`config.mk`:
```
export PLATFORM = sky130hd
export DESIGN_NAME = bwp_symbol_gate
export DESIGN_NICKNAME = d
export VERILOG_FILES = /design/src/rtl/nr_frame_pkg.sv /design/src/rtl/bwp_sched_decision.sv /design/src/rtl/bwp_symbol_gate.sv
export SDC_FILE = /design/constraint.sdc
export NUM_CORES = 1
export LEC_CHECK = 0
export ABC_AREA = 1
export CORE_MARGIN = 2
export CORE_UTILIZATION = 45
export DETAILED_ROUTE_END_ITERATION = 10
export GPL_ROUTABILITY_DRIVEN = 1
export PLACE_DENSITY_LB_ADDON = 0.1
export SLEW_MARGIN = 20
export SYNTH_ARGS = -nofsm -noshare
export SYNTH_HDL_FRONTEND = slang
export SYNTH_SLANG_ARGS = --single-unit
```
`constraint.sdc`:
```
create_clock -name clk_i -period 6.4 [get_ports clk_i]
set_input_delay 0.64 -clock clk_i [delete_from_list [all_inputs] [get_ports clk_i]]
set_output_delay 0.64 -clock clk_i [all_outputs]
set_load 0.01 [all_outputs]
```
`src/rtl/nr_frame_pkg.sv`:
```
// rtl/nr_frame_pkg.sv - NR frame numbering constants, tuser layout and gate state type
package nr_frame_pkg;

  localparam int SFN_MAX             = 1023;
  localparam int SUBFRAMES_PER_FRAME = 20;
  localparam int SYM_PER_SF          = 14;

  localparam int SFN_WIDTH = $clog2(SFN_MAX + 1);
  localparam int SF_WIDTH  = 5;
  localparam int SYM_WIDTH = 4;

  // tuser layout, LSB first: pbch_flag, blk_exp, symbol, subframe, sfn
  localparam int PBCH_OFS    = 0;
  localparam int BLK_EXP_OFS = 1;

  typedef struct packed {
    logic [SFN_WIDTH-1:0] sfn;
    logic [SF_WIDTH-1:0]  subframe;
    logic [SYM_WIDTH-1:0] symbol;
  } frame_pos_t;

  typedef enum logic [1:0] {
    SYNC,
    WAIT_SOS,
    PASS,
    DROP
  } gate_state_t;

  function automatic frame_pos_t unpack_pos(input logic [63:0] tuser, input int blk_exp_len);
    logic [63:0] sh;
    frame_pos_t  pos;
    sh           = tuser >> (BLK_EXP_OFS + blk_exp_len);
    pos.symbol   = sh[SYM_WIDTH-1:0];
    sh           = sh >> SYM_WIDTH;
    pos.subframe = sh[SF_WIDTH-1:0];
    sh           = sh >> SF_WIDTH;
    pos.sfn      = sh[SFN_WIDTH-1:0];
    return pos;
  endfunction

endpackage

```
`src/rtl/bwp_sched_decision.sv`:
```
// rtl/bwp_sched_decision.sv - combinational forward/drop decision for one symbol
module bwp_sched_decision
  import nr_frame_pkg::*;
(
  input  logic                           enable_i,
  input  logic [SYM_PER_SF-1:0]          sym_mask_i,
  input  logic [SUBFRAMES_PER_FRAME-1:0] sf_mask_i,
  input  logic [3:0]                     sfn_period_log2_i,
  input  logic [SFN_WIDTH-1:0]           sfn_i,
  input  logic [SF_WIDTH-1:0]            subframe_i,
  input  logic [SYM_WIDTH-1:0]           symbol_i,
  output logic                           decision_o
);

  logic [15:0] period_mask;
  logic        sym_ok;
  logic        sf_ok;
  logic        sfn_ok;

  always_comb begin
    period_mask = ~(16'hFFFF << sfn_period_log2_i);
    // range checks first so out-of-range fields never index the masks
    sym_ok      = (32'(symbol_i) < SYM_PER_SF) && sym_mask_i[symbol_i];
    sf_ok       = (32'(subframe_i) < SUBFRAMES_PER_FRAME) && sf_mask_i[subframe_i];
    sfn_ok      = (16'(sfn_i) & period_mask) == 16'd0;
    decision_o  = enable_i && sym_ok && sf_ok && sfn_ok;
  end

endmodule

```
`src/rtl/bwp_symbol_gate.sv`:
```
// rtl/bwp_symbol_gate.sv - per-symbol schedule gate with length check after BWP extraction
module bwp_symbol_gate
  import nr_frame_pkg::*;
#(
  parameter  int IN_DW       = 16,
  parameter  int BLK_EXP_LEN = 8,
  parameter  int BWP_LEN     = 240,
  localparam int USER_WIDTH  = SFN_WIDTH + SF_WIDTH + SYM_WIDTH + BLK_EXP_LEN + 1,
  localparam int CNT_WIDTH   = $clog2(BWP_LEN + 1)
) (
  input  logic                  clk_i,
  input  logic                  reset_ni,
  input  logic [IN_DW-1:0]      s_axis_in_tdata,
  input  logic [USER_WIDTH-1:0] s_axis_in_tuser,
  input  logic                  s_axis_in_tlast,
  input  logic                  s_axis_in_tvalid,
  input  logic                  enable_i,
  input  logic [13:0]           cfg_sym_mask_i,
  input  logic [19:0]           cfg_sf_mask_i,
  input  logic [3:0]            cfg_sfn_period_log2_i,
  output logic [IN_DW-1:0]      m_axis_out_tdata,
  output logic [USER_WIDTH-1:0] m_axis_out_tuser,
  output logic                  m_axis_out_tlast,
  output logic                  m_axis_out_tvalid,
  output logic                  synced_o,
  output logic                  err_len_o,
  output logic [15:0]           drop_cnt_o
);

  gate_state_t           state_q, state_d;
  logic [CNT_WIDTH-1:0]  cnt_q, cnt_d, cnt_inc;
  logic                  synced_q, synced_d;
  logic                  err_q, err_d;
  logic [15:0]           drop_q, drop_d;
  logic                  sh_en_q, sh_en_d;
  logic [13:0]           sh_sym_q, sh_sym_d;
  logic [19:0]           sh_sf_q, sh_sf_d;
  logic [3:0]            sh_per_q, sh_per_d;
  logic [IN_DW-1:0]      out_data_q, out_data_d;
  logic [USER_WIDTH-1:0] out_user_q, out_user_d;
  logic                  out_last_q, out_last_d;
  logic                  out_valid_q, out_valid_d;
  logic                  decision;
  logic                  fwd;
  frame_pos_t            pos;

  assign pos = unpack_pos(64'(s_axis_in_tuser), BLK_EXP_LEN);

  // Shadow config is captured only on the first beat of a symbol
  always_comb begin
    sh_en_d  = sh_en_q;
    sh_sym_d = sh_sym_q;
    sh_sf_d  = sh_sf_q;
    sh_per_d = sh_per_q;
    if (s_axis_in_tvalid && state_q == WAIT_SOS) begin
      sh_en_d  = enable_i;
      sh_sym_d = cfg_sym_mask_i;
      sh_sf_d  = cfg_sf_mask_i;
      sh_per_d = cfg_sfn_period_log2_i;
    end
  end

  bwp_sched_decision u_decision (
    .enable_i          (sh_en_d),
    .sym_mask_i        (sh_sym_d),
    .sf_mask_i         (sh_sf_d),
    .sfn_period_log2_i (sh_per_d),
    .sfn_i             (pos.sfn),
    .subframe_i        (pos.subframe),
    .symbol_i          (pos.symbol),
    .decision_o        (decision)
  );

  always_comb begin
    state_d     = state_q;
    cnt_d       = cnt_q;
    synced_d    = synced_q;
    err_d       = 1'b0;
    drop_d      = drop_q;
    out_data_d  = out_data_q;
    out_user_d  = out_user_q;
    out_last_d  = out_last_q;
    out_valid_d = 1'b0;
    fwd         = 1'b0;
    cnt_inc     = (state_q == WAIT_SOS) ? CNT_WIDTH'(1) : cnt_q + CNT_WIDTH'(1);

    if (s_axis_in_tvalid) begin
      out_data_d = s_axis_in_tdata;
      out_user_d = s_axis_in_tuser;
      out_last_d = s_axis_in_tlast;

      case (state_q)
        SYNC: begin
          if (s_axis_in_tlast) begin
            state_d  = WAIT_SOS;
            synced_d = 1'b1;
            cnt_d    = '0;
          end
        end
        WAIT_SOS: begin
          if (decision) begin
            fwd     = 1'b1;
            state_d = PASS;
          end else begin
            state_d = DROP;
            if (drop_q != 16'hFFFF) drop_d = drop_q + 16'd1;
          end
        end
        PASS:    fwd = 1'b1;
        default: fwd = 1'b0;
      endcase

      // Length check overrides the next state chosen above
      if (state_q != SYNC) begin
        if (s_axis_in_tlast) begin
          err_d   = (cnt_inc != CNT_WIDTH'(BWP_LEN));
          state_d = WAIT_SOS;
          cnt_d   = '0;
        end else if (cnt_inc == CNT_WIDTH'(BWP_LEN)) begin
          err_d    = 1'b1;
          state_d  = SYNC;
          synced_d = 1'b0;
          cnt_d    = '0;
        end else begin
          cnt_d = cnt_inc;
        end
      end

      out_valid_d = fwd;
    end
  end

  always_ff @(posedge clk_i) begin
    if (!reset_ni) begin
      state_q     <= SYNC;
      cnt_q       <= '0;
      synced_q    <= 1'b0;
      err_q       <= 1'b0;
      drop_q      <= '0;
      sh_en_q     <= 1'b0;
      sh_sym_q    <= '0;
      sh_sf_q     <= '0;
      sh_per_q    <= '0;
      out_data_q  <= '0;
      out_user_q  <= '0;
      out_last_q  <= 1'b0;
      out_valid_q <= 1'b0;
    end else begin
      state_q     <= state_d;
      cnt_q       <= cnt_d;
      synced_q    <= synced_d;
      err_q       <= err_d;
      drop_q      <= drop_d;
      sh_en_q     <= sh_en_d;
      sh_sym_q    <= sh_sym_d;
      sh_sf_q     <= sh_sf_d;
      sh_per_q    <= sh_per_d;
      out_data_q  <= out_data_d;
      out_user_q  <= out_user_d;
      out_last_q  <= out_last_d;
      out_valid_q <= out_valid_d;
    end
  end

  assign m_axis_out_tdata  = out_data_q;
  assign m_axis_out_tuser  = out_user_q;
  assign m_axis_out_tlast  = out_last_q;
  assign m_axis_out_tvalid = out_valid_q;
  assign synced_o          = synced_q;
  assign err_len_o         = err_q;
  assign drop_cnt_o        = drop_q;

endmodule

```
After elaboration in Yosys (flattened, before gate mapping):

Cells that the tools add are included.

* input port bits: 87
* output and inout port bits: 64
* word-level logic and storage cells: 72
* register bits: 113

* shift operators: 1
* bitwise gates (word level): 3
* reduce and logical (&&, ||, !) cells: 15
* add/subtract/negate cells: 2
* $lt $le $gt $ge: 4
* muxes and demuxes: 29
* equality and inequality tests: 5

Operators by type and width (count)
* $mux W8: 6
* $mux W20: 1
* $add A16 B1 Y16 const B: 1
* $and A10 B16 Y16: 1
* $logic_not A16 Y1: 1
* $ne A16 B16 Y1 const B: 1
* $not A16 Y16: 1
* $shl A16 B4 Y16 const A: 1
* $mux W14: 1
* $mux W1: 12
* $add A8 B1 Y8 const B: 1
* $eq A8 B8 Y1 const B: 1
* $mux W2: 4
* $ne A8 B8 Y1 const B: 1
* $logic_and A1 B1 Y1: 6
* $lt A5 B6 Y1 const B: 1
* $reduce_and A3 Y1: 2
* $reduce_bool A2 Y1: 3
* $bmux W1 S5: 1
* $lt A4 B5 Y1 const B: 1
* $lt A5 B5 Y1 const B: 1
* $bmux W1 S4: 1
* $lt A4 B4 Y1 const B: 1
* $mux W4: 1
* 8 further kinds: 8

Longest topological paths before layout:

Gate-level depths: netlist of the first run.

* word-level depth: 14
* mapped depth: 19
* mapped depth without buffers: 17

Hierarchy:

Synthesis of the first run repeated with hierarchy kept, for this count alone.

* cell total of the unflattened synthesis: 847
* area, all modules: 5527.8 sq um

Modules (own cells, without submodules)
* bwp_symbol_gate: cells an instance 708, seq. area each 2262.2 sq um, area each 4938.5 sq um, instances 1
* bwp_sched_decision: cells an instance 139, seq. area each 0.0 sq um, area each 589.3 sq um, instances 1

Worst setup path after synthesis of the first run:

No wires, ideal clock.

* path type: register -> register
* start: reg state_q[1]
* end: reg drop_q[10], in the netlist drop_cnt_o[10]
* setup slack: 4.235 ns
* cell stages (with the launch flop): 19
* period minus slack after synthesis: 2.165 ns
* buffers on the path: 3
* arrival time: 2.095 ns
* required time: 6.330 ns
* library setup time: 0.070 ns
* cells stage by stage: dfxtp_1 inv_1 ha_1 buf_6 nand2_4 buf_6 nand2_1 o21ai_2 nand2_1 o21bai_1 nand2_1 nor2_1 nand2_1 nor2_2 nand3_4 nand2_4 buf_6 nand2_1 a21oi_1

* cells in the longest elaborated chain, start to end: 11
* elaborated cells between the ends (all ways): 21
* those cells by class: 1 x eq/ne; 1 x shift; 8 x mux; 3 x bitwise; 8 x reduce/logical

RTL lines
* start: declaration: RTL line bwp_symbol_gate.sv:30 `gate_state_t state_q, state_d;`
* start signal: assignment: RTL line bwp_symbol_gate.sv:149 `state_q <= state_d;`
* $eq A2 B1 Y1 (*): RTL line bwp_symbol_gate.sv:55, bwp_symbol_gate.sv:92
* parallel branches: the longest is 9 deep, another holds $shl A16 B4 Y16
* $reduce_and A4 Y1 (no source line) (*)
* end signal: assignment: RTL line bwp_symbol_gate.sv:153 `drop_q <= drop_d;`
* end: declaration: RTL line bwp_symbol_gate.sv:34 `logic [15:0] drop_q, drop_d;`

Every way passes the cells marked *. The select of a mux whose other input is x is not followed.
A chain may end at the register's enable or synchronous reset.

Worst setup path in the final report of the first run:

* start: in s_axis_in_tvalid
* end: reg drop_q[5], in the netlist drop_cnt_o[5]

* cells in the longest elaborated chain, start to end: 10
* elaborated cells between the ends (all ways): 20
* those cells by class: 1 x shift; 8 x mux; 3 x bitwise; 8 x reduce/logical

RTL lines
* start: declaration: RTL line bwp_symbol_gate.sv:16 `input logic s_axis_in_tvalid,`
* parallel branches: the longest is 9 deep, another holds $shl A16 B4 Y16
* $reduce_and A4 Y1 (no source line) (*)

Marked as above.

==> results of run 1 <==
==> registers in the layout, summed over array words and instances (netlist names) <==
register and flops:
state_q 2, sh_en_q 1, m_axis_out_tlast 1, m_axis_out_tuser 28, cnt_q 8, m_axis_out_tvalid 1
sh_sf_q 20, synced_o 1, m_axis_out_tdata 16, sh_sym_q 14, drop_cnt_o 16, err_len_o 1
sh_per_q 4
==> how the worst max path moves through the flow <==
stage / startpoint / endpoint / slack (ns) / depth (start not counted)
floorplan: state_q[1] / drop_cnt_o[10] / 4.23 / 18
global placement: s_axis_in_tvalid / drop_cnt_o[0] / 2.48 / 15
detailed placement: s_axis_in_tvalid / drop_cnt_o[5] / 2.38 / 15
CTS: s_axis_in_tvalid / drop_cnt_o[5] / 2.79 / 15
global route: s_axis_in_tvalid / drop_cnt_o[5] / 2.38 / 15
finish: s_axis_in_tvalid / drop_cnt_o[5] / 2.75 / 15
==> metrics by stage <==
step	area, um^2	setup WS [ns]
2_1_floorplan	5140	4.23
3_3_place_gp	6670	2.48
3_5_place_dp	6670	2.38
4_1_cts	7240	2.79
5_1_grt	7240	2.38
6_report	7240	2.75
==> cells in the mapped netlist <==
cell type,instances
buf_2,7
or2_1,1
buf_1,1
nor2_1,56
clkbuf_1,15
xnor2_1,3
nand4_1,6
clkinv_1,2
a31oi_1,2
dfxtp_1,113
o21ai_0,24
nand3b_1,3
nand2_2,3
nor4_1,2
ha_1,5
nor2_2,2
o21bai_1,2
xor2_1,11
o21ba_2,1
buf_4,1
nand3_1,82
nor2_4,1
a22o_1,31
nand3_4,1
buf_6,6
a21oi_1,47
o21a_1,2
inv_1,72
nand2_1,170
nor3_1,8
o21ai_2,1
or2_2,4
nand2_4,2
inv_2,1
o21ai_1,14
==> area by class of cell <==
cell class | count | area, um^2
clock buffer | 24 | 492
fill | 1015 | 4030
timing repair buffer | 151 | 1510
clock inverter | 6 | 80.1
multi-input combinational | 484 | 2440
inverter | 75 | 283
sequential | 113 | 2260
tap | 143 | 179
==> tightest hold or removal path, delay by kind of cell, from the launching register on <==
family / cells / cell delay (ns)
AOI/OAI and AO/OA: 1 / 0.05
DFF: 1 / 0.30
and+or+nand+nor: 1 / 0.06
==> power breakdown <==
group          switching, mW  internal, mW
sequential            0.0174         0.745
clock                  0.300         0.605
combinational          0.154         0.136
total                  0.471          1.49
==> logic make-up after synthesis <==
logic type,Yosys count
compound gates,124
xor+xnor,14
fa+ha+maj,5
buf+inv,105
flops,113
simple gates,341
==> routing by layer <==
metal | part of all wire (%) | track usage (%) | up-vias
li1 | - | - | 2583
met1 | 45 | 27.8 | 2323
met2 | 50 | 39.6 | 127
met3 | 4.6 | 6.29 | 11
met4 | 0.97 | 6.75 | 0
met5 | 0 | 0 | -
==> layout by cell type (no fill, tap or decap), types with 2 or more instances in the layout <==
cell type        count
nand2_1            170
a21oi_1             47
bufinv_16            2
inv_1               71
xor2_1              11
nand4_1              6
nand2_4              2
clkdlybuf4s50_1    150
nor3_1               8
nor2_1              55
a22o_1              31
dfxtp_1            113
nor2_2               2
o21bai_1             2
o21ai_1             14
nand3_1             82
or2_2                4
clkinv_1             2
nand3b_1             3
clkbuf_1             3
a31oi_1              2
ha_1                 5
clkbuf_16           17
o21a_1               2
nor4_1               2
xnor2_1              3
clkbuf_8             4
o21ai_0             24
clkinv_2             5
nor2_4               2
nand2_2              3
==> results.sh, run 1 <==
export IMPL_outcome="finished, final reports clean"
export IMPL_grt_max_degree=67
export IMPL_tightestPinTransition_ns=1.01
export IMPL_h_tree_depth=4
export IMPL_r2r_end="drop_cnt_o[5]"
export IMPL_antenna_cells=0
export IMPL_slew_headroom_pct=32.4
export IMPL_wl_per_cell_um=13.9
export IMPL_synth_xor_area_share_pct=2.38
export IMPL_firstDrtPassIters=5
export IMPL_path_class="input pin to register"
export IMPL_cp_arrival_ns=3.95
export IMPL_cts_tree="done"
export IMPL_rsz0062_at_grt="false"
export IMPL_drc=0
export IMPL_hold_ws_ns=0.462
export IMPL_die_width_um=111
export IMPL_yosysTopAreaCell="dfxtp_1"
export IMPL_fmax_ghz=0.274
export IMPL_synth_simple_area_share_pct=28.9
export IMPL_worstSkewPairLatency_ns=0.41
export IMPL_drt_iter0_markers=253
export IMPL_rrSetupSlack_ns=2.97
export IMPL_rows=39
export IMPL_critPathCaptureType="register"
export IMPL_synth_area_per_cell_um2=7.33
export IMPL_r2r_cells=16
export IMPL_required_ns=6.70
export IMPL_ctsLongestPathBuffers=2
export IMPL_ys_seq_area_share_pct=44.0
export IMPL_synth_cells=702
export IMPL_finalHoldViolations=0
export IMPL_path_clk_slew_ns=0.05
export IMPL_crit_family="simple AND/OR/NAND/NOR gates"
export IMPL_worstReg2RegStart="state_q[1]"
export IMPL_grt_use_total_pct=22.9
export IMPL_yosys_register_bits=113
export IMPL_boundaryPins=151
export IMPL_cts_buffers_inserted=17
export IMPL_viasPerCell=5.06
export IMPL_ctsHoldBuffers=0
export IMPL_grt_pass1_wl_um=22900
export IMPL_hp_start="sh_per_q[0]"
export IMPL_hold_class="register to register"
export IMPL_fin_crit_ns=3.65
export IMPL_grt_overflow=0
export IMPL_final_max_slew_viol_count=0
export IMPL_synth_top_family_by_area="simple AND/OR/NAND/NOR gates"
export IMPL_cp_num_buf_inv=2
export IMPL_power_mw=1.96
export IMPL_die_h_um=111
export IMPL_hpwl_um=9640
export IMPL_drv_cap=0
export IMPL_wl_um=13800
export IMPL_synth_top_area_share_pct=44.0
export IMPL_synth_area_leaders="dfxtp_1, nand2_1, nand3_1, a22o_1, inv_1"
export IMPL_place_gp_congestion=0.903
export IMPL_fp_coreArea_um2=11300
export IMPL_post_cts_resized=0
export IMPL_netlist_area_um2=5140
export IMPL_leakagePower_nw=2.97
export IMPL_cts_root_buf="clkbuf_16"
export IMPL_drive_gt1_share_pct=5.39
export IMPL_fin_util_pct=64.2
export IMPL_area_growth_syn_to_layout_pct=40.8
export IMPL_setup_viol=0
export IMPL_synth_distinct_cells=35
export IMPL_nets=934
export IMPL_place_inst=966
export IMPL_slowest_stage="clkdlybuf4s50_1"
export IMPL_crit_top_cell="nand2_1"
export IMPL_cp_max_fo=59
export IMPL_synth_compound_area_share_pct=14.7
export IMPL_powerDensity_nw_per_um2=270
export IMPL_synthAdderAreaFrac_pct=1.22
export IMPL_skew_ns=0.0116
export IMPL_postCtsSetupBuffers=0
export IMPL_portBuffers=150
export IMPL_design_die_area_um2=12300
export IMPL_synthMuxAreaShare_pct=0
export IMPL_via_count=5044
export IMPL_ir_worst_vdd_mv=0.227
export IMPL_finalSetupTns_ns=0
export IMPL_cts_num_sinks=113
export IMPL_whs_path_depth=2
export IMPL_synth_warnings=0
export IMPL_crit_chain="clkdlybuf4s50_1 > nand2_4 > inv_2 > nand2_1 > nand2_1 > o21ai_0 > nor2_1 > nand2_1 > nor2_1 > nand2_1 > nor2_2 > nand3_4 > nand2_4 > nand2_1 > a21oi_1"
export IMPL_critPathLaunchType="input pin"
export IMPL_instances_no_fill=996
export IMPL_antenna_found_initial=0
export IMPL_grt_pass1_vias=4907
export IMPL_start_util_pct=45.6
export IMPL_cpPeakStageDelay_ns=1.00
export IMPL_hold_path_end="sh_per_q[0]"
export IMPL_final_period_utilization_pct=57.0
export IMPL_synth_fp_nets=794
export IMPL_antenna_left=0
(Power assumes the default switching activity.)
==> inputs of run 2 (changes only) <==
==> constraint.sdc (replaced) <==
create_clock -name clk_i -period 3.5 [get_ports clk_i]
set_input_delay 0.35 -clock clk_i [delete_from_list [all_inputs] [get_ports clk_i]]
set_output_delay 0.35 -clock clk_i [all_outputs]
set_load 0.01 [all_outputs]
==> results.sh, run 2 (same netlist as run 1, synthesis figures left out) <==
export IMPL_powerDensity_nw_per_um2=529
export IMPL_die_h_um=111
export IMPL_worstSkewPairLatency_ns=0.41
export IMPL_critPathLaunchType="register"
export IMPL_start_util_pct=45.6
export IMPL_cts_buffers_inserted=17
export IMPL_postCtsSetupBuffers=0
export IMPL_cp_arrival_ns=3.13
export IMPL_fp_coreArea_um2=11300
export IMPL_firstDrtPassIters=5
export IMPL_grt_pass1_vias=5029
export IMPL_design_die_area_um2=12300
export IMPL_required_ns=3.84
export IMPL_wl_per_cell_um=14.2
export IMPL_skew_ns=0.00763
export IMPL_area_growth_syn_to_layout_pct=43.6
export IMPL_cts_root_buf="clkbuf_16"
export IMPL_die_width_um=111
export IMPL_post_cts_resized=0
export IMPL_drt_iter0_markers=337
export IMPL_nets=939
export IMPL_drc=0
export IMPL_cp_max_fo=46
export IMPL_whs_path_depth=2
export IMPL_boundaryPins=151
export IMPL_tightestPinTransition_ns=1.03
export IMPL_hold_ws_ns=0.458
export IMPL_setup_slack_ns=0.708
export IMPL_outcome="finished, final reports clean"
export IMPL_ctsLongestPathBuffers=2
export IMPL_rows=39
export IMPL_path_clk_slew_ns=0.05
export IMPL_cts_num_sinks=113
export IMPL_path_class="register to register"
export IMPL_via_count=5095
export IMPL_ctsHoldBuffers=0
export IMPL_largest_register_ffs=28
export IMPL_place_gp_congestion=0.848
export IMPL_post_place_ws_ns=0.482
export IMPL_grt_max_degree=66
export IMPL_hpwl_um=9780
export IMPL_wl_um=14200
export IMPL_setup_viol=0
export IMPL_h_tree_depth=4
export IMPL_grt_pass1_wl_um=24000
export IMPL_antenna_left=0
export IMPL_fin_crit_ns=2.79
export IMPL_drive_gt1_share_pct=6.28
export IMPL_cts_tree="done"
export IMPL_final_max_slew_viol_count=0
export IMPL_grt_use_total_pct=23.9
export IMPL_finalHoldViolations=0
export IMPL_drv_cap=0
export IMPL_critPathCaptureType="register"
export IMPL_fmax_ghz=0.358
export IMPL_final_period_utilization_pct=79.8
export IMPL_r2r_cells=15
export IMPL_ir_worst_vdd_mv=0.419
export IMPL_slew_headroom_pct=31.4
export IMPL_mostFrequentLayoutCells="nand2_1, clkdlybuf4s50_1, dfxtp_1"
export IMPL_rsz0062_at_grt="false"
export IMPL_finalSetupTns_ns=0
export IMPL_leakagePower_nw=3.04
export IMPL_viasPerCell=5.08
export IMPL_antenna_cells=0
export IMPL_hold_class="register to register"
export IMPL_antenna_found_initial=0
export IMPL_final_common_cell="nand2_1"
export IMPL_portBuffers=150
export IMPL_grt_overflow=0
==> run 2: cell count changes in the layout (fill, tap and decap cells not counted), sizes merged <==
cell    change
buf         +5
bufinv      +4
clkbuf      -2
clkinv      -1
inv         +1
==> run 2: worst max-delay path, cell delays in order (launching register included) <==
cell and delay, ns:
dfxtp_1 0.40, inv_1 0.08, ha_1 0.23, nand2_4 0.38
nand2_1 0.14, o21ai_2 0.12, nand2_1 0.10, o21bai_1 0.19
nand2_1 0.07, nor2_1 0.08, nand2_1 0.07, nor2_2 0.13
nand3_4 0.24, nand2_4 0.26, nand2_1 0.09, a21oi_1 0.12
==> run 2: path summary, 6_finish.rpt <==
kind / from / end / slack [ns]
setup / recovery: state_q[1] / drop_cnt_o[11] / 0.71
hold / removal: m_axis_out_tuser[24] / m_axis_out_tuser[24] / 0.46
setup reg to reg: state_q[1] / drop_cnt_o[11] / 0.71
hold reg to reg: m_axis_out_tuser[24] / m_axis_out_tuser[24] / 0.46
==> run 2: report_power, final <==
part           switching, mW  internal [mW]  total [mW]
clock                  0.585           1.39        1.97
sequential            0.0318           1.36        1.39
combinational          0.288          0.253       0.541
==> run 2: final cells by class <==
cell class / instances / area, um^2
Clock buffer: 22 / 474
Clock inverter: 10 / 204
Fill cell: 983 / 3890
Inverter: 75 / 282
Multi-Input combinational cell: 484 / 2440
Sequential cell: 113 / 2260
Tap cell: 143 / 179
Timing Repair Buffer: 156 / 1550
==> run 2: layer usage <==
| metal | GRT usage (%) | wire (um) | vias to the layer above |
|---|---|---|---|
| li1 | - | - | 2597 |
| met1 | 30.0 | 6390 | 2328 |
| met4 | 10.3 | 260 | 0 |
| met5 | 0 | 0 | - |
| met3 | 6.01 | 755 | 24 |
| met2 | 39.1 | 6830 | 146 |
==> run 2: per-stage QoR <==
stage | utilization, % | cell area, um^2 | cells | total power, mW
floorplan | - | 5140 | 702 | 1.72
global placement | 59.5 | 6710 | 971 | 1.94
detailed placement | 59.5 | 6710 | 971 | 1.95
CTS | 65.5 | 7380 | 1003 | 3.93
global route | 65.5 | 7380 | 1003 | 4.05
finish | 65.5 | 7380 | 1003 | 3.91
==> inputs of run 3 (changes only) <==
--- a/config.mk
+++ b/config.mk
@@ -7,7 +7,7 @@
 export LEC_CHECK = 0
 export ABC_AREA = 1
 export CORE_MARGIN = 2
-export CORE_UTILIZATION = 45
+export CORE_UTILIZATION = 43
 export DETAILED_ROUTE_END_ITERATION = 10
 export GPL_ROUTABILITY_DRIVEN = 1
 export PLACE_DENSITY_LB_ADDON = 0.1
==> constraint.sdc (replaced) <==
create_clock -name clk_i -period 2.4 [get_ports clk_i]
set_input_delay 0.24 -clock clk_i [delete_from_list [all_inputs] [get_ports clk_i]]
set_output_delay 0.24 -clock clk_i [all_outputs]
set_load 0.01 [all_outputs]
==> results.sh, run 3 (same netlist as run 1, synthesis figures left out) <==
export IMPL_portBuffers=150
export IMPL_ir_worst_vdd_mv=0.638
export IMPL_dpl_instance_area_um2=6860
export IMPL_wl_per_cell_um=14.0
export IMPL_cp_num_buf_inv=3
export IMPL_crit_chain="inv_2 > ha_4 > nand2_4 > buf_4 > o21ai_4 > nand2_2 > o21bai_1 > nand2_1 > nor2_1 > nand2_1 > nor2_4 > nand3_4 > clkbuf_16 > nand3_1 > a21oi_1"
export IMPL_hp_start="s_axis_in_tuser[21]"
export IMPL_fin_util_pct=65.7
export IMPL_die_width_um=113
export IMPL_path_clk_slew_ns=0.05
export IMPL_finalHoldViolations=0
export IMPL_grt_use_total_pct=22.5
export IMPL_p_int_mw=4.12
export IMPL_place_gp_congestion=0.884
export IMPL_rrSetupSlack_ns=0.12
export IMPL_antenna_left=0
export IMPL_h_tree_depth=4
export IMPL_ctsLongestPathBuffers=2
export IMPL_path_class="register to register"
export IMPL_drv_cap=0
export IMPL_fp_coreArea_um2=11600
export IMPL_cts_root_buf="clkbuf_16"
export IMPL_pwr_share_clk_pct=46.6
export IMPL_cts_buffers_inserted=17
export IMPL_worstReg2RegStart="state_q[1]"
export IMPL_grt_overflow=0
export IMPL_via_count=5290
export IMPL_antenna_found_initial=0
export IMPL_nets=963
export IMPL_final_max_slew_viol_count=0
export IMPL_final_common_cell="nand2_1"
export IMPL_grt_pass1_vias=5023
export IMPL_boundaryPins=151
export IMPL_post_place_ws_ns=-0.0888
export IMPL_place_inst=990
export IMPL_slowest_stage="dfxtp_1"
export IMPL_hold_path_end="m_axis_out_tuser[21]"
export IMPL_cpPeakStageDelay_ns=0.31
export IMPL_ctsHoldBuffers=0
export IMPL_start_util_pct=44.5
export IMPL_whs_path_depth=3
export IMPL_instances_no_fill=1026
export IMPL_worstSkewPairLatency_ns=0.42
export IMPL_r2r_cells=15
export IMPL_powerDensity_nw_per_um2=714
export IMPL_final_period_utilization_pct=94.8
export IMPL_die_h_um=113
export IMPL_grt_max_degree=66
export IMPL_power_mw=5.42
export IMPL_cts_tree="done"
export IMPL_hold_class="input pin to register"
export IMPL_setup_worst_path_start="state_q[1]"
export IMPL_leakagePower_nw=3.15
export IMPL_rows=39
export IMPL_skew_ns=0.00729
export IMPL_combPwrFrac_pct=15.9
export IMPL_critPathLaunchType="register"
export IMPL_fin_crit_ns=2.28
export IMPL_crit_family="simple AND/OR/NAND/NOR gates"
export IMPL_setup_slack_ns=0.124
export IMPL_setup_viol=0
export IMPL_outcome="finished, final reports clean"
export IMPL_slew_headroom_pct=34.8
export IMPL_cp_max_fo=8
export IMPL_final_design_area_no_fill_um2=7600
export IMPL_antenna_cells=0
export IMPL_drc=0
export IMPL_required_ns=2.67
export IMPL_p_sw_mw=1.30
export IMPL_drt_iter0_markers=279
export IMPL_area_growth_syn_to_layout_pct=47.8
export IMPL_viasPerCell=5.16
export IMPL_pwr_share_seq_pct=37.4
export IMPL_cp_arrival_ns=2.54
export IMPL_crit_top_cell="nand2_1"
export IMPL_mostFrequentLayoutCells="nand2_1, clkdlybuf4s50_1, dfxtp_1"
export IMPL_r2r_end="drop_cnt_o[5]"
export IMPL_largest_register_ffs=28
export IMPL_firstDrtPassIters=4
export IMPL_critPathCaptureType="register"
export IMPL_drive_gt1_share_pct=9.51
export IMPL_swShare_pct=24.0
export IMPL_grt_pass1_wl_um=23200
export IMPL_tightestPinTransition_ns=0.976
export IMPL_design_die_area_um2=12800
export IMPL_fmax_ghz=0.439
export IMPL_wl_um=14400
export IMPL_hpwl_um=10200
export IMPL_cts_num_sinks=113
[run 3: changes by cell type in the layout (fill, tap and decap cells not counted), moves of 3 or more]
cell       delta
clkbuf_8      +4
o21ai_0       -5
buf_6         +3
o21ai_1       +5
bufinv_16     -4
nand2_1       -4
nand2_2       +3
buf_4        +18
[run 3: final cells by class]
cell class	count	area, um^2
Tap cell	143	179
Inverter	75	285
Clock inverter	4	70.1
Timing Repair Buffer	179	1760
Sequential cell	113	2260
Multi-Input combinational cell	485	2510
Clock buffer	27	533
Fill cell	1008	3960
[run 3: worst register-to-register path, delay by kind of cell, from the launching register on]
family / cells / cell delay [ns]
compound gates: 3 / 0.35
fa+ha+maj: 1 / 0.21
buf+inv: 3 / 0.45
flops: 1 / 0.31
simple gates: 8 / 0.80
[run 3: worst max path at each step]
stage	end	slack, ns	cells past startpoint
final	drop_cnt_o[5]	0.12	15
after global routing	drop_cnt_o[10]	-0.02	17
after CTS	drop_cnt_o[4]	0.002	16
after detailed placement	drop_cnt_o[3]	-0.09	15
after global placement	drop_cnt_o[6]	-0.008	15
after floorplan	drop_cnt_o[10]	0.23	18
[run 3: timing repair]
action,4_1_cts,5_1_grt
buffers inserted,0,5
setup endpoints to repair,2,23
pin swaps,1,7
cloned,0,2
gates resized for setup,0,24
[run 3: metrics by stage]
stage | hold slack, ns | setup TNS (ns)
5_1_grt | 0.426 | -0.125
3_5_place_dp | 0.446 | -1.27
2_1_floorplan | 0.378 | 0
6_report | 0.420 | 0
4_1_cts | 0.410 | 0
3_3_place_gp | 0.439 | -0.0970
[run 3: per-layer routing]
metal  up-vias  share of wire [%]  GRT usage (%)
met3        27                5.1           6.80
met4         0                2.1           7.48
met1      2465                 44           27.7
met5         -                  0              0
li1       2650                  -              -
met2       148                 49           37.6
[run 3: power by group through the flow]
stage,logic [mW],registers (mW),clock network [mW]
floorplan,0.429,2.08,0
global placement,0.805,2.06,0
detailed placement,0.819,2.07,0
CTS,0.826,2.03,2.57
global route,0.956,2.04,2.67
finish,0.864,2.03,2.53
